## config.mk

```make
export PLATFORM = sky130hd
export DESIGN_NAME = uart_tx_arb
export DESIGN_NICKNAME = d
export VERILOG_FILES = /design/src/rtl/uart_ctl_pkg.sv /design/src/rtl/uart_tx_arb_rr_pick.sv /design/src/rtl/uart_tx_arb.sv
export SDC_FILE = /design/constraint.sdc
export NUM_CORES = 1
export LEC_CHECK = 0
export BUFFER_PORTS_ARGS = -buffer_cell sky130_fd_sc_hd__buf_2
export CAP_MARGIN = 5
export CORE_MARGIN = 2
export CORE_UTILIZATION = 50
export DETAILED_ROUTE_END_ITERATION = 16
export GPL_TIMING_DRIVEN = 0
export PLACE_DENSITY = 0.77
export SYNTH_ARGS = -nofsm -noshare
export SYNTH_HDL_FRONTEND = slang
export SYNTH_SLANG_ARGS = --single-unit
```

## constraint.sdc

```tcl
create_clock -name clk -period 2.3 [get_ports clk]
set_input_delay 0.575 -clock clk [delete_from_list [all_inputs] [get_ports clk]]
set_output_delay 0.575 -clock clk [all_outputs]
set_load 0.01 [all_outputs]
```

## src/rtl/uart_ctl_pkg.sv

```systemverilog
// Shared definitions for the UART transmit arbiter.
//   state_t     : arbiter FSM encoding (IDLE, SEND, WAIT_DROP, WAIT_RISE)
//   DATA_W      : byte width carried to the transmitter
//   MAX_LEN_DEF : default cap on bytes sent per grant
package uart_ctl_pkg;

  localparam int DATA_W      = 8;
  localparam int MAX_LEN_DEF = 16;

  typedef enum logic [1:0] {
    IDLE      = 2'd0,
    SEND      = 2'd1,
    WAIT_DROP = 2'd2,
    WAIT_RISE = 2'd3
  } state_t;

endpackage

```

## src/rtl/uart_tx_arb_rr_pick.sv

```systemverilog
// Combinational round-robin picker.
//   i_req : request vector
//   i_ptr : index with highest priority this round (must be < N)
//   o_win : one-hot winner (all-zero when nothing requests)
//   o_vld : at least one request present
module rr_pick #(
  parameter int N     = 2,
  parameter int PTR_W = 1
) (
  input  logic [N-1:0]     i_req,
  input  logic [PTR_W-1:0] i_ptr,
  output logic [N-1:0]     o_win,
  output logic             o_vld
);

  logic [2*N-1:0] w_dbl;
  logic [N-1:0]   w_rot;
  logic [N-1:0]   w_rot_win;
  logic [2*N-1:0] w_win_dbl;

  // Rotate so that i_ptr lands on bit 0, isolate the lowest set bit,
  // then rotate the one-hot result back into place.
  assign w_dbl     = {i_req, i_req} >> i_ptr;
  assign w_rot     = w_dbl[N-1:0];
  assign w_rot_win = w_rot & (~w_rot + N'(1));
  assign w_win_dbl = {{N{1'b0}}, w_rot_win} << i_ptr;
  assign o_win     = w_win_dbl[N-1:0] | w_win_dbl[2*N-1:N];
  assign o_vld     = |i_req;

endmodule

```

## src/rtl/uart_tx_arb.sv

```systemverilog
// Round-robin arbiter feeding bytes from N_REQ requesters into one UART
// transmitter. A grant is held for a whole message (until the byte flagged
// 'last') or until MAX_LEN bytes have been sent, then re-arbitrated.
//   clk, rst : clock, synchronous active-high reset
//   req/data/last : per-requester byte valid, byte, end-of-message flag
//   ack      : one-cycle pulse, granted requester's byte consumed
//   grant    : one-hot current owner, or zero
//   dout, tx_en : byte and start pulse to the transmitter
//   tx_rdy   : transmitter idle flag
//   busy     : FSM is not IDLE
// All outputs are registered.
module uart_tx_arb
  import uart_ctl_pkg::*;
#(
  parameter int N_REQ   = 2,
  parameter int MAX_LEN = MAX_LEN_DEF
) (
  input  logic                      clk,
  input  logic                      rst,
  input  logic [N_REQ-1:0]          req,
  input  logic [DATA_W*N_REQ-1:0]   data,
  input  logic [N_REQ-1:0]          last,
  output logic [N_REQ-1:0]          ack,
  output logic [N_REQ-1:0]          grant,
  output logic [DATA_W-1:0]         dout,
  output logic                      tx_en,
  input  logic                      tx_rdy,
  output logic                      busy
);

  localparam int IDX_W = (N_REQ > 1) ? $clog2(N_REQ) : 1;

  state_t            r_state, w_state_nxt;
  logic [IDX_W-1:0]  r_rr_ptr, w_rr_ptr_nxt;
  logic [IDX_W-1:0]  r_gidx, w_gidx_nxt;
  logic [N_REQ-1:0]  r_grant, w_grant_nxt;
  logic [7:0]        r_byte_cnt, w_byte_cnt_nxt;
  logic              r_last, w_last_nxt;
  logic [N_REQ-1:0]  r_ack, w_ack_nxt;
  logic [DATA_W-1:0] r_dout, w_dout_nxt;
  logic              r_tx_en, w_tx_en_nxt;
  logic              r_busy;

  logic [N_REQ-1:0]  w_win;
  logic              w_win_vld;
  logic [IDX_W-1:0]  w_win_idx;
  logic              w_req_g;
  logic              w_last_g;
  logic [DATA_W-1:0] w_data_g;
  logic [IDX_W-1:0]  w_ptr_after;

  rr_pick #(
    .N     (N_REQ),
    .PTR_W (IDX_W)
  ) u_rr_pick (
    .i_req (req),
    .i_ptr (r_rr_ptr),
    .o_win (w_win),
    .o_vld (w_win_vld)
  );

  always_comb begin
    w_win_idx = '0;
    for (int i = 0; i < N_REQ; i++)
      if (w_win[i]) w_win_idx = IDX_W'(i);
  end

  // Owner's signals selected by AND-OR with the one-hot grant, so an
  // unknown byte on a non-granted lane is masked off before reaching dout.
  always_comb begin
    w_data_g = '0;
    for (int i = 0; i < N_REQ; i++)
      w_data_g = w_data_g | (data[i*DATA_W +: DATA_W] & {DATA_W{r_grant[i]}});
  end

  assign w_req_g     = |(req & r_grant);
  assign w_last_g    = |(last & r_grant);
  assign w_ptr_after = (r_gidx == IDX_W'(N_REQ - 1)) ? '0 : r_gidx + IDX_W'(1);

  always_comb begin
    w_state_nxt    = r_state;
    w_rr_ptr_nxt   = r_rr_ptr;
    w_gidx_nxt     = r_gidx;
    w_grant_nxt    = r_grant;
    w_byte_cnt_nxt = r_byte_cnt;
    w_last_nxt     = r_last;
    w_ack_nxt      = '0;
    w_dout_nxt     = r_dout;
    w_tx_en_nxt    = 1'b0;
    case (r_state)
      IDLE: begin
        if (w_win_vld) begin
          w_grant_nxt    = w_win;
          w_gidx_nxt     = w_win_idx;
          w_byte_cnt_nxt = '0;
          w_state_nxt    = SEND;
        end
      end
      SEND: begin
        if (!w_req_g) begin
          // Owner withdrew mid-message: give the bus away.
          w_grant_nxt  = '0;
          w_rr_ptr_nxt = w_ptr_after;
          w_state_nxt  = IDLE;
        end else if (tx_rdy) begin
          w_tx_en_nxt    = 1'b1;
          w_dout_nxt     = w_data_g;
          w_ack_nxt      = r_grant;
          w_last_nxt     = w_last_g;
          w_byte_cnt_nxt = r_byte_cnt + 8'd1;
          w_state_nxt    = WAIT_DROP;
        end
      end
      WAIT_DROP: begin
        // Transmitter must first show it accepted the byte.
        if (!tx_rdy) w_state_nxt = WAIT_RISE;
      end
      WAIT_RISE: begin
        if (tx_rdy) begin
          if (r_last || (r_byte_cnt == 8'(MAX_LEN))) begin
            w_grant_nxt  = '0;
            w_rr_ptr_nxt = w_ptr_after;
            w_state_nxt  = IDLE;
          end else begin
            w_state_nxt  = SEND;
          end
        end
      end
      default: begin
        w_grant_nxt = '0;
        w_state_nxt = IDLE;
      end
    endcase
  end

  always_ff @(posedge clk) begin
    if (rst) r_state <= IDLE;
    else     r_state <= w_state_nxt;
  end

  always_ff @(posedge clk) begin
    if (rst) begin
      r_rr_ptr   <= '0;
      r_gidx     <= '0;
      r_grant    <= '0;
      r_byte_cnt <= '0;
      r_last     <= 1'b0;
      r_ack      <= '0;
      r_dout     <= '0;
      r_tx_en    <= 1'b0;
      r_busy     <= 1'b0;
    end else begin
      r_rr_ptr   <= w_rr_ptr_nxt;
      r_gidx     <= w_gidx_nxt;
      r_grant    <= w_grant_nxt;
      r_byte_cnt <= w_byte_cnt_nxt;
      r_last     <= w_last_nxt;
      r_ack      <= w_ack_nxt;
      r_dout     <= w_dout_nxt;
      r_tx_en    <= w_tx_en_nxt;
      r_busy     <= (w_state_nxt != IDLE);
    end
  end

  assign ack   = r_ack;
  assign grant = r_grant;
  assign dout  = r_dout;
  assign tx_en = r_tx_en;
  assign busy  = r_busy;

endmodule
```

# Word level (Yosys, flattened, before mapping)
# Index checks and enable logic that the tools add are counted.
dict set report totals {
  in_bits 23
  regBits 27
  wordCells 75
}
dict set report classes {
  n_addsub 3
  eq_ne 10
  shifts 2
  muxes 23
  bitwise 11
  reduce_logical 16
}
# operator n
set op_table {}
lappend op_table {{2-to-1 mux 8 bit} 3}
lappend op_table {{2-to-1 mux 2 bit} 9}
lappend op_table {{bitwise AND 8 bit} 2}
lappend op_table {{case mux 8 bit (2 select lines)} 1}
lappend op_table {{!= test 2 bit, second input constant} 5}
lappend op_table {{adder 8 x 1 -> 8 bit, second input constant} 1}
lappend op_table {{equality test 8 x 5 -> 1 bit, second input constant} 1}
lappend op_table {{bitwise OR 8 bit} 1}
lappend op_table {{case mux 2 bit (4 select lines)} 1}
lappend op_table {{AND reduction 4 bit} 2}
lappend op_table {{2-to-1 mux 1 bit} 7}
lappend op_table {{bitwise AND 2 bit} 3}
lappend op_table {{case mux 2 bit (3 select lines)} 1}
lappend op_table {{nonzero test 2 bit} 3}
lappend op_table {{OR reduction 2 bit} 3}
lappend op_table {{AND reduction 5 bit} 1}
lappend op_table {{equality test 2 bit, second input constant} 2}
lappend op_table {{OR reduction 4 bit} 1}
lappend op_table {{left shift 2 x 1 -> 4 bit} 1}
lappend op_table {{right shift 4 x 1 -> 2 bit} 1}
lappend op_table {{inverter 1 bit} 3}
lappend op_table {{AND reduction 3 bit} 1}
lappend op_table {{nonzero test 3 bit} 1}
lappend op_table {{OR reduction 3 bit} 1}
lappend op_table {{other kinds (10)} 10}

# Depth between registers and ports, before layout
dict set report logic_depth {
  word_depth 8
  mapped_depth 6
  depth_no_buf 5
}

# Hierarchy
# Synthesis repeated with hierarchy kept, for this count alone.
dict set report hier_totals {
  hier_cells 145
  hier_area_um2 1270.0
}
# module cells_each n_inst area_each_um2
set modules_own_cells {}
lappend modules_own_cells {uart_tx_arb 141 1 1244.9}
lappend modules_own_cells {rr_pick 4 1 25.0}

# Worst setup path before layout
# Ideal clock, no wire load.
dict set report synth_timing {
  path_kind {in2reg}
  startpoint {input port req[1]}
  endpoint {register r_grant[0] (netlist: grant[0])}
  arrival_time_ns 1.665
  path_slack_ns 0.514
  stages 4
  cell_sequence {a22oi_1 -> nor2_1 -> a2111oi_0 -> mux2_2}
}
dict set report synth_via {
  elab_chain_len 8
  elab_cells_between_ends 14
}
# item line
set synth_rtl {}
lappend synth_rtl {{start: declaration} uart_tx_arb.sv:20} ;# input logic [N_REQ-1:0] req,
lappend synth_rtl {{right shift 4 x 1 -> 2 bit} uart_tx_arb_rr_pick.sv:23} ;# assign w_dbl = {i_req, i_req} >> i_ptr;
lappend synth_rtl {{inverter 2 bit} uart_tx_arb_rr_pick.sv:25} ;# assign w_rot_win = w_rot & (~w_rot + N'(1));
lappend synth_rtl {{adder 2 x 1 -> 2 bit} uart_tx_arb_rr_pick.sv:25}
lappend synth_rtl {{bitwise AND 2 bit} uart_tx_arb_rr_pick.sv:25}
lappend synth_rtl {{left shift 2 x 1 -> 4 bit} uart_tx_arb_rr_pick.sv:26} ;# assign w_win_dbl = {{N{1'b0}}, w_rot_win} << i_ptr;
lappend synth_rtl {{bitwise OR 2 bit} uart_tx_arb_rr_pick.sv:27} ;# assign o_win = w_win_dbl[N-1:0] | w_win_dbl[2*N-1:N];
lappend synth_rtl {{2-to-1 mux 2 bit} uart_tx_arb.sv:92} ;# if (w_win_vld) begin
lappend synth_rtl {{case mux 2 bit (3 select lines)} uart_tx_arb.sv:90} ;# case (r_state)
lappend synth_rtl {{end signal: assignment} uart_tx_arb.sv:155} ;# r_grant <= w_grant_nxt;
lappend synth_rtl {{end: declaration} uart_tx_arb.sv:36} ;# logic [N_REQ-1:0] r_grant, w_grant_nxt;
# Parallel ways exist; a longest one is shown, timed or not. The select of a mux whose other input is x is not followed.
# A chain may end at the register's enable or synchronous reset.

# Worst setup path after layout
dict set report layout_timing {
  startpoint {register r_byte_cnt[0]}
  endpoint {register r_grant[0] (netlist: grant[0])}
}
dict set report layout_via {
  elab_chain_len 4
}
# item line
set layout_rtl {}
lappend layout_rtl {{start: declaration} uart_tx_arb.sv:37} ;# logic [7:0] r_byte_cnt, w_byte_cnt_nxt;
lappend layout_rtl {{start signal: assignment} uart_tx_arb.sv:156} ;# r_byte_cnt <= w_byte_cnt_nxt;
lappend layout_rtl {{equality test 8 x 5 -> 1 bit} uart_tx_arb.sv:120} ;# if (r_last || (r_byte_cnt == 8'(MAX_LEN))) begin
lappend layout_rtl {{logical OR 1 bit} uart_tx_arb.sv:120}
lappend layout_rtl {{!= test 2 bit (no line)} --}
lappend layout_rtl {{AND reduction 5 bit (no line)} --}
# Every way passes these cells.

==> results.sh <==
export IMPL_drt_first_pass_iters=4
export IMPL_vias=1212
export IMPL_vias_per_cell=5.59
export IMPL_totalWireLength_mm=2.87
export IMPL_io_buffer_count=35
export IMPL_synth_seq_area_share_pct=42.3
export IMPL_cts_tree="done"
export IMPL_cts_setup_buffers=0
export IMPL_hold_violations=0
export IMPL_clockRootBuffer="clkbuf_4"
export IMPL_critPathLaunchType="flip-flop"
export IMPL_die_area_mm2=0.00298
export IMPL_antenna_found_initial=0
export IMPL_finalCriticalPeriod_ps=1920
export IMPL_syn_area_mm2=0.00128
export IMPL_min_to="r_gidx"
export IMPL_fin_skew_ps=9.58
export IMPL_n_antenna_cell=0
export IMPL_min_period_over_period_pct=83.5
export IMPL_clk_pin_slew_worst_paths_ps=150
export IMPL_ys_ff_latch=27
export IMPL_whs_path_depth=2
export IMPL_path_cells="inv_1, ha_1, a41oi_1, a2111oi_0, mux2_2"
export IMPL_synth_warnings=0
export IMPL_chipHeight_um=54.5
export IMPL_async_reset_ff_share_pct=0
export IMPL_worst_ep_arrival_time_ps=2160
export IMPL_rows=18
export IMPL_run_status="finished clean"
export IMPL_fin_setup_tns_ps=0
export IMPL_drt_initial_drc_count=33
export IMPL_placed_area_mm2=0.00149
export IMPL_grt_pass1_wl_mm=4.39
export IMPL_crit_type="flip-flop to flip-flop"
export IMPL_holdCritStartpoint="r_gidx"
export IMPL_cap_violations=0
export IMPL_clock_latency_ps=330
export IMPL_fmax_mhz=521
export IMPL_fin_nets=213
export IMPL_cp_required_ps=2540
export IMPL_grt_max_degree=16
export IMPL_synth_edf_count=0
export IMPL_r2r_slack_ps=380
export IMPL_timing_slew_headroom_pct=52.1
export IMPL_grt_util_all_layers_pct=20.4
export IMPL_rsz0062_at_grt="false"
export IMPL_drv_slew=0
export IMPL_synth_flop_cell="dfxtp_1"
export IMPL_yosys_cell_count_top_type="dfxtp_1"
export IMPL_synthesis_nets=173
export IMPL_setup_viol=0
export IMPL_post_cts_resized=0
export IMPL_drtAntennaViolNets=0
export IMPL_drc=0
export IMPL_cp_max_fo=4
export IMPL_io_pins=37
export IMPL_worst_pin_slew_ps=701
export IMPL_synth_area_leaders="dfxtp_1 42%, a22oi_1 6.5%, a211oi_1 5.9%"
export IMPL_synth_area_per_cell_um2=8.63
export IMPL_timing_rr_start="r_byte_cnt[0]"
export IMPL_crit_buf_inv=1
export IMPL_cp_top_family="compound AO/OA/AOI/OAI gates"
export IMPL_grt_pass1_vias=1012
export IMPL_synth_area_leader_cell="dfxtp_1"
export IMPL_initial_utilization_pct=52.0
export IMPL_power_mw=0.854
export IMPL_core_area_mm2=0.00245
export IMPL_synth_commonest_cells="27 x dfxtp_1, 16 x nor2_1, 14 x nand2_1, 11 x a22oi_1, 10 x a211oi_1"
export IMPL_layout_cells_non_filler=217
export IMPL_ys_types=37
export IMPL_fin_ws_ps=380
export IMPL_fillerInstances=233
export IMPL_die_w_um=54.5
export IMPL_worstReg2RegEnd="grant[0]"
export IMPL_synthToLayoutAreaGrowth_pct=18.8
export IMPL_reg2reg_depth=5
export IMPL_synthCells=148
export IMPL_drive_gt1_share_pct=24.1
export IMPL_p_leak_nw=0.614
export IMPL_gp_congestion=0.750
export IMPL_worstHoldPathType="flip-flop to flip-flop"
export IMPL_yosysTopAreaCellShare_pct=42.3
export IMPL_cellPowerDensity_mw_per_mm2=563
export IMPL_crit_path_max_incr_delay_ps=600
export IMPL_post_drt_wl_per_cell_um=13.2
export IMPL_ir_drop_uv=391
export IMPL_final_area_mm2=0.00152
export IMPL_post_place_ws_ps=125
export IMPL_cts_buffer_depth=2
export IMPL_grt_overflow_total=0
export IMPL_dpl_hpwl_mm=2.17
export IMPL_place_inst=213
export IMPL_htree_num_levels=1
export IMPL_cts_buffers=3
export IMPL_hold_buffers=0
export IMPL_cp_slowest_cell="a2111oi_0"
export IMPL_clkSinkCount=27
export IMPL_end_kind="flip-flop"
==> kinds of logic after synthesis <==
family / after synthesis / synth area share, %
and+or+nand+nor: 59 / 22.8
buffers and inverters: 15 / 5.19
muxes: 6 / 4.80
AOI/OAI and AO/OA: 39 / 22.9
DFF: 27 / 42.3
adders and majority gates: 2 / 1.96
==> through the flow <==
stage | hold slack, ps | util, %
3_3_place_gp | 433 | 60.7
6_report | 468 | 61.8
4_1_cts | 466 | 61.8
2_1_floorplan | 419 | -
3_5_place_dp | 445 | 60.7
5_1_grt | 479 | 61.8
==> registers in the layout, summed over array words and instances (netlist names) <==
signal      cells
dout            8
r_byte_cnt      8
ack             2
grant           2
r_state         2
busy            1
r_gidx          1
r_last          1
r_rr_ptr        1
tx_en           1
==> where the power goes <==
group | leakage [nW] | internal, mW | switching, mW
registers | 0.219 | 0.485 | 0.00998
clock network | 0.0177 | 0.0653 | 0.140
logic | 0.377 | 0.0658 | 0.0883
total | 0.614 | 0.616 | 0.238
==> worst max-delay path by stage <==
stage | from | to | slack (ps) | cells past startpoint
after global placement | req[1] | grant[0] | 110 | 5
after detailed placement | req[1] | grant[0] | 130 | 5
final | r_byte_cnt[0] | grant[0] | 380 | 5
after floorplan | req[1] | grant[0] | 510 | 4
after CTS | r_byte_cnt[0] | grant[0] | 380 | 5
after global routing | r_byte_cnt[0] | grant[0] | 210 | 5
==> layer usage <==
metal / GRT usage (%) / wire, um / up-vias
met5: 0 / 0 / -
met4: 9.17 / 31 / 0
met3: 2.46 / 124 / 5
met2: 32.9 / 1400 / 31
met1: 27.2 / 1310 / 555
li1: - / - / 621
==> final cells by class <==
class	count	area, um^2	area share (%)
Clock buffer	3	22.5	1.48
Multi-Input combinational cell	106	671	44.2
Clock inverter	1	5.00	0.330
Timing Repair Buffer	35	175	11.5
Buffer	10	47.5	3.13
Tap cell	30	37.5	2.47
Inverter	5	18.8	1.24
Sequential cell	27	541	35.6
==> tightest hold or removal path: stages (launching register included) <==
cell,delay (ps)
dfxtp_1,340
nand2_1,60
nand2_1,50
==> cells in the final DEF (no fill, tap or decap), drive strengths merged, types with 2 or more instances in the layout <==
master   synthesis  routed
nor3             5       5
clkbuf           6       9
a22oi           11      11
a2111oi          3       3
and3             3       3
dfxtp           27      27
ha               2       2
nand2           14      14
buf              4      39
o31a             2       2
nor2b            3       3
nand2b           5       5
a211oi          10      10
a21oi            2       2
nor2            16      16
o21ai            2       2
nand3            5       5
mux2i            5       5
nor4             4       4
inv              5       5
(Power assumes the default switching activity.)
